File: config.mk
export PLATFORM = sky130hd
export DESIGN_NAME = instr_encoder
export DESIGN_NICKNAME = d
export VERILOG_FILES = /design/src/rtl/instr_encoder.sv
export SDC_FILE = /design/constraint.sdc
export NUM_CORES = 1
export LEC_CHECK = 0
export CAP_MARGIN = 40
export CORE_ASPECT_RATIO = 1.75
export CORE_MARGIN = 2
export CORE_UTILIZATION = 39
export DETAILED_ROUTE_END_ITERATION = 8
export PLACE_DENSITY = 0.77
export SYNTH_ARGS = -nofsm -noshare
export SYNTH_HDL_FRONTEND = slang
export SYNTH_SLANG_ARGS = --single-unit
File: constraint.sdc
create_clock -name clk -period 1.7 [get_ports clk]
set_input_delay 0.34 -clock clk [delete_from_list [all_inputs] [get_ports clk]]
set_output_delay 0.34 -clock clk [all_outputs]
set_load 0.01 [all_outputs]
File: src/rtl/instr_encoder.sv
// Purpose: packs RV32 R/I/LOAD/STORE/BRANCH field bundles into 32-bit words tagged with a word address.
// Latency: one cycle from bundle acceptance to out_valid; sustains one word per cycle.
// Backpressure: single output register, in_ready = !out_valid || out_ready; illegal bundles are dropped and counted.
module instr_encoder #(
    parameter int INSTRSIZE = 32,
    parameter int IMMSIZE   = 32,
    parameter int ADDRW     = 8
) (
    input  logic                 clk,
    input  logic                 reset,
    input  logic                 in_valid,
    output logic                 in_ready,
    input  logic [2:0]           fmt,
    input  logic [4:0]           rd,
    input  logic [4:0]           rs1,
    input  logic [4:0]           rs2,
    input  logic [2:0]           funct3,
    input  logic [6:0]           funct7,
    input  logic [IMMSIZE-1:0]   imm,
    output logic                 out_valid,
    input  logic                 out_ready,
    output logic [INSTRSIZE-1:0] instruction,
    output logic [ADDRW-1:0]     out_addr,
    output logic                 imm_err,
    output logic [7:0]           err_cnt
);

    typedef enum logic {EMPTY, FULL} state_t;

    state_t               state;
    state_t               state_nxt;
    logic                 accept;
    logic                 out_hs;
    logic                 legal;
    logic                 load;
    logic [31:0]          enc;
    logic [ADDRW-1:0]     addr_cnt;
    logic [ADDRW-1:0]     addr_inc;
    logic signed [IMMSIZE-1:0] simm;
    logic                 imm12_ok;
    logic                 imm13_ok;

    assign simm      = imm;
    assign in_ready  = (state == EMPTY) || out_ready;
    assign out_valid = (state == FULL);
    assign accept    = in_valid && in_ready;
    assign out_hs    = out_valid && out_ready;
    assign addr_inc  = addr_cnt + ADDRW'(1);

    // 12-bit signed range for I/LOAD/STORE; 13-bit even range for BRANCH offsets.
    assign imm12_ok = (simm >= -2048) && (simm <= 2047);
    assign imm13_ok = (simm >= -4096) && (simm <= 4094) && !imm[0];

    // Field packing and legality for the current bundle.
    always_comb begin
        enc   = '0;
        legal = 1'b0;
        case (fmt)
            3'd0: begin
                enc   = {funct7, rs2, rs1, funct3, rd, 7'b0110011};
                legal = 1'b1;
            end
            3'd1: begin
                enc   = {imm[11:0], rs1, funct3, rd, 7'b0010011};
                legal = imm12_ok;
            end
            3'd2: begin
                enc   = {imm[11:0], rs1, funct3, rd, 7'b0000011};
                legal = imm12_ok;
            end
            3'd3: begin
                enc   = {imm[11:5], rs2, rs1, funct3, imm[4:0], 7'b0100011};
                legal = imm12_ok;
            end
            3'd4: begin
                enc   = {imm[12], imm[10:5], rs2, rs1, funct3, imm[4:1], imm[11], 7'b1100011};
                legal = imm13_ok;
            end
            default: begin
                enc   = '0;
                legal = 1'b0;
            end
        endcase
    end

    // Output register occupancy: a legal accept refills, otherwise a handshake drains.
    always_comb begin
        state_nxt = state;
        load      = 1'b0;
        if (accept && legal) begin
            load      = 1'b1;
            state_nxt = FULL;
        end else if (out_hs) begin
            state_nxt = EMPTY;
        end
    end

    // State register.
    always_ff @(posedge clk or posedge reset) begin
        if (reset) begin
            state <= EMPTY;
        end else begin
            state <= state_nxt;
        end
    end

    // Output word and its address; a same-edge handshake means the new word gets the next address.
    always_ff @(posedge clk or posedge reset) begin
        if (reset) begin
            instruction <= '0;
            out_addr    <= '0;
        end else if (load) begin
            instruction <= INSTRSIZE'(enc);
            out_addr    <= out_hs ? addr_inc : addr_cnt;
        end
    end

    // Address counter advances once per consumed word.
    always_ff @(posedge clk or posedge reset) begin
        if (reset) begin
            addr_cnt <= '0;
        end else if (out_hs) begin
            addr_cnt <= addr_inc;
        end
    end

    // Sticky error flag and saturating reject counter.
    always_ff @(posedge clk or posedge reset) begin
        if (reset) begin
            imm_err <= 1'b0;
            err_cnt <= '0;
        end else if (accept && !legal) begin
            imm_err <= 1'b1;
            if (err_cnt != 8'hFF) begin
                err_cnt <= err_cnt + 8'd1;
            end
        end
    end

endmodule
==> summary.md <==
| Metric | Value |
|---|---|
| Top-count cell post-synth | `dfrtp_1` |
| Post-Syn Area | `between 2000 and 3000 um2` |
| Switch Pwr | `between 1 and 1.5 mW` |
| Initial core utilization | `40.6%` |
| Syn Area/Cell | `10.3 um2` |
| Total CTS buffers | `5` |
| Gr ovfl total | `0` |
| Initial drt markers | `119` |
| Vias in the first global route | `2667` |
| H-Tree Depth | `2` |
| Clock transition at path regs | `70 ps` |
| Placer congestion estimate | `0.855` |
| # clock sinks | `between 50 and 60` |
| Root buffer cell | `clkbuf_16` |
| Routed wire length | `a little under 8000 um` |
| Count of final setup violators | `45` |
| Share of cells above drive strength 1 | `35.2%` |
| Synthesized instance count | `roughly 270` |
| Period minus WS final | `1920 ps` |
| Latest clock arrival within the worst-skew pair | `290 ps` |
| I/O pin cnt | `115` |
| Die W | `about 68 um` |
| CP Buf/Inv Count | `4` |
| Worst-margin pin slew | `536 ps` |
| Sw Share | `30.8%` |
| Largest family of logic cells by synthesized area | `simple AND/OR/NAND/NOR gates` |
| Worst Path Required | `1880 ps` |
| Synth area leaders | `dfrtp_1 49%, mux2_2 9.6%, a21oi_1 5.9%, nor2_1 4.4%, xor2_1 3.1%` |
| Chip height | `around 120 um` |
| Skew final | `4.54 ps` |
| DIE AREA | `7910 um2` |
| Clock power share | `a little over a fifth` |
| Port-buffer cells | `112` |
| CP max stage cell | `nor4_4` |
| CP dominant cell by count | `buf_6` |
| Final Hold Viols | `0` |
| CTS tree | `yes` |
| Via count | `approximately 2700` |
| CP Data Arrival Time | `2100 ps` |
| Synth Area in Adders | `0.892%` |
| Hold Path Class | `input pin to asynchronous set/reset pin` |
| Residual DRC | `0` |
| Power share of the combinational group | `between 30% and 40%` |
| Crit end category | `flip-flop` |
| Finished Core Util | `between 70% and 80%` |
| Outcome | `finished, violations left` |
| Sequential area share after synthesis | `49.1%` |
| Synthesis-to-layout area growth | `72.4%` |
| Pwr per Cell Area | `970 nW/um2` |
| Initial antenna violation count | `1` |
| Via density | `5.25` |
| Worst Setup Start Kind | `input pin` |
| Async SR Flop Fraction | `100%` |
| Synth warn | `0` |
| Synth top area share | `around half` |
| Final antenna-violating net count | `0` |
| Post-synth top flop | `dfrtp_1` |
| Slack of the critical path | `-222 ps` |
| Count of final max-slew check failures | `0` |
| Synth area leader | `dfrtp_1` |
| VDD IR max | `0.000616 V` |
| Largest net degree at the start of global routing | `56` |
| Flops & latches, synth | `55` |
| Unrepaired setup endpoints after global routing | `yes` |
| Crit-path cells | `buf_2, nor4_4, and3_4, nand4_1, a211oi_4, buf_6, buf_6, buf_12, mux2_4` |
| Max-cap violations | `0` |
| Compound-gate portion of the synthesized area | `approximately an eighth` |
| Worst Setup Path Type | `input pin to flip-flop` |
| Peak Freq | `around 520 MHz` |
| Max Fanout on Critical Path | `5` |
| CP top delay family | `simple AND/OR/NAND/NOR gates` |
| Drt first pass iters | `5` |
| Pleak | `2.01 nW` |
| Slowest stage delay, CP | `300 ps` |
| CTS Buffer Depth | `2` |
| EDFF count, synth | `0` |
| Violated checks | `negative setup slack` |
| Site Rows | `40` |
| Total power draw | `4.69 mW` |
| Pint | `around 3.2 mW` |
| Reg power frac | `40.9%` |
| CORE AREA | `6910 um2` |
| First-pass GRT wire length | `between 10000 and 15000 um` |
| Final net count | `about 490` |
| Crit share post-route | `113%` |
| Simple-Gate Fraction of Synth Area | `16.3%` |
| Setup tns final | `-5710 ps` |
| HPWL after DPL | `approximately 5400 um` |
| GRT Total Usage | `20.0%` |
| Slew headroom | `64.1%` |
| Xor/xnor share of the synthesized area | `~4.4%` |
| Most frequent cells after synthesis | `55 x dfrtp_1, 33 x a21oi_1, 33 x nor2_1` |
| Multiplexer share of the synthesized area | `11.8%` |
| Unique masters post-synth | `42` |
| Wire per inst | `between 15 and 20 um` |
| Hold Buf Count CTS | `0` |
-- worst reg2reg max path: stages (launching register included) --
cell	delay [ps]
dfrtp_1	440
ha_1	210
nand3_1	90
o21ai_1	440
nor2_4	90
mux2_4	310
-- state kept, by name (all words and copies together) (netlist names) --
| signal | flops |
|---|---|
| err_cnt | 8 |
| out_addr | 8 |
| imm_err | 1 |
| out_valid | 1 |
| instruction | 29 |
| addr_cnt | 8 |
-- cells by family (layout without fill, tap and decap cells) --
logic type | count (synthesis) | after routing
xor+xnor | 14 | 14
fa+ha+maj | 2 | 2
mux | 30 | 30
compound gates | 57 | 57
other cells | 1 | 3
buf+inv | 23 | 174
flops | 55 | 55
simple gates | 89 | 89
-- area by class of cell --
cell class,instances,area (um2)
Sequential cell,55,1380
Fill cell,535,2070
Clock inverter,2,17.5
Multi-Input combinational cell,194,1640
Antenna cell,1,2.50
Tap cell,84,105
Timing Repair Buffer,162,1550
Clock buffer,5,125
Inverter,5,18.8
-- placed cells by master, fill, tap and decap left out, types with 4 or more instances in the layout --
cell type,instances
xor2_1,10
nor2_4,11
nand4_1,10
nor3_1,4
mux2i_1,6
o22a_1,4
a22oi_1,5
clkbuf_16,7
mux2_2,7
nor4_4,6
buf_4,35
nand3_1,5
xnor2_1,4
clkbuf_2,5
a21oi_2,12
clkdlybuf4s50_1,86
dfrtp_1,54
a21oi_1,22
dlygate4sd2_1,6
buf_2,12
nor3b_1,4
nor2b_1,5
buf_6,9
mux2_4,17
nor2_1,19
nand2_1,7
-- path summary, 6_finish.rpt --
path	endpoint	cells past startpoint	slack [ps]	startpoint
worst min register to register	imm_err	1	490	imm_err
worst max-delay path	out_addr[3]	9	-220	imm[13]
max in group asynchronous	err_cnt[6]	3	1030	reset
worst min-delay path	instruction[17]	3	430	reset
min in group clk	imm_err	1	490	imm_err
worst max register to register	err_cnt[1]	5	10	err_cnt[0]
-- per-layer routing --
| layer | global-route usage [%] | up-vias | routed length, um |
|---|---|---|---|
| met2 | 36.1 | 99 | 4410 |
| met5 | 0 | - | 0 |
| li1 | - | 1270 | - |
| met1 | 22.4 | 1288 | 2840 |
| met3 | 3.66 | 11 | 443 |
| met4 | 8.40 | 0 | 158 |
-- per-stage QoR --
stage / instance area [um2] / hold WS (ps) / instances / setup slack [ps]
final: 4830 / 432 / 508 / -222
after global routing: 4830 / 466 / 508 / -285
after CTS: 4650 / 442 / 501 / -228
after detailed placement: 4290 / 462 / 483 / -810
after global placement: 4290 / 464 / 483 / -737
after floorplan: 2910 / 432 / 272 / -148
-- power by group through the flow --
| stage | registers [mW] | logic, mW | clock network (mW) |
|---|---|---|---|
| floorplan | 2.00 | 0.548 | 0 |
| global placement | 1.88 | 1.54 | 0 |
| detailed placement | 1.90 | 1.58 | 0 |
| CTS | 1.87 | 1.66 | 1.04 |
| global route | 1.96 | 1.90 | 1.10 |
| finish | 1.92 | 1.76 | 1.01 |
-- repair_timing --
item                                    4_1_cts  5_1_grt
gates resized for setup                     101       50
endpoints found under the setup margin       47       48
buffers inserted                              9        6
pin swaps                                     9        9
cloned                                        3        2
Power figures use the tool's default switching activity.
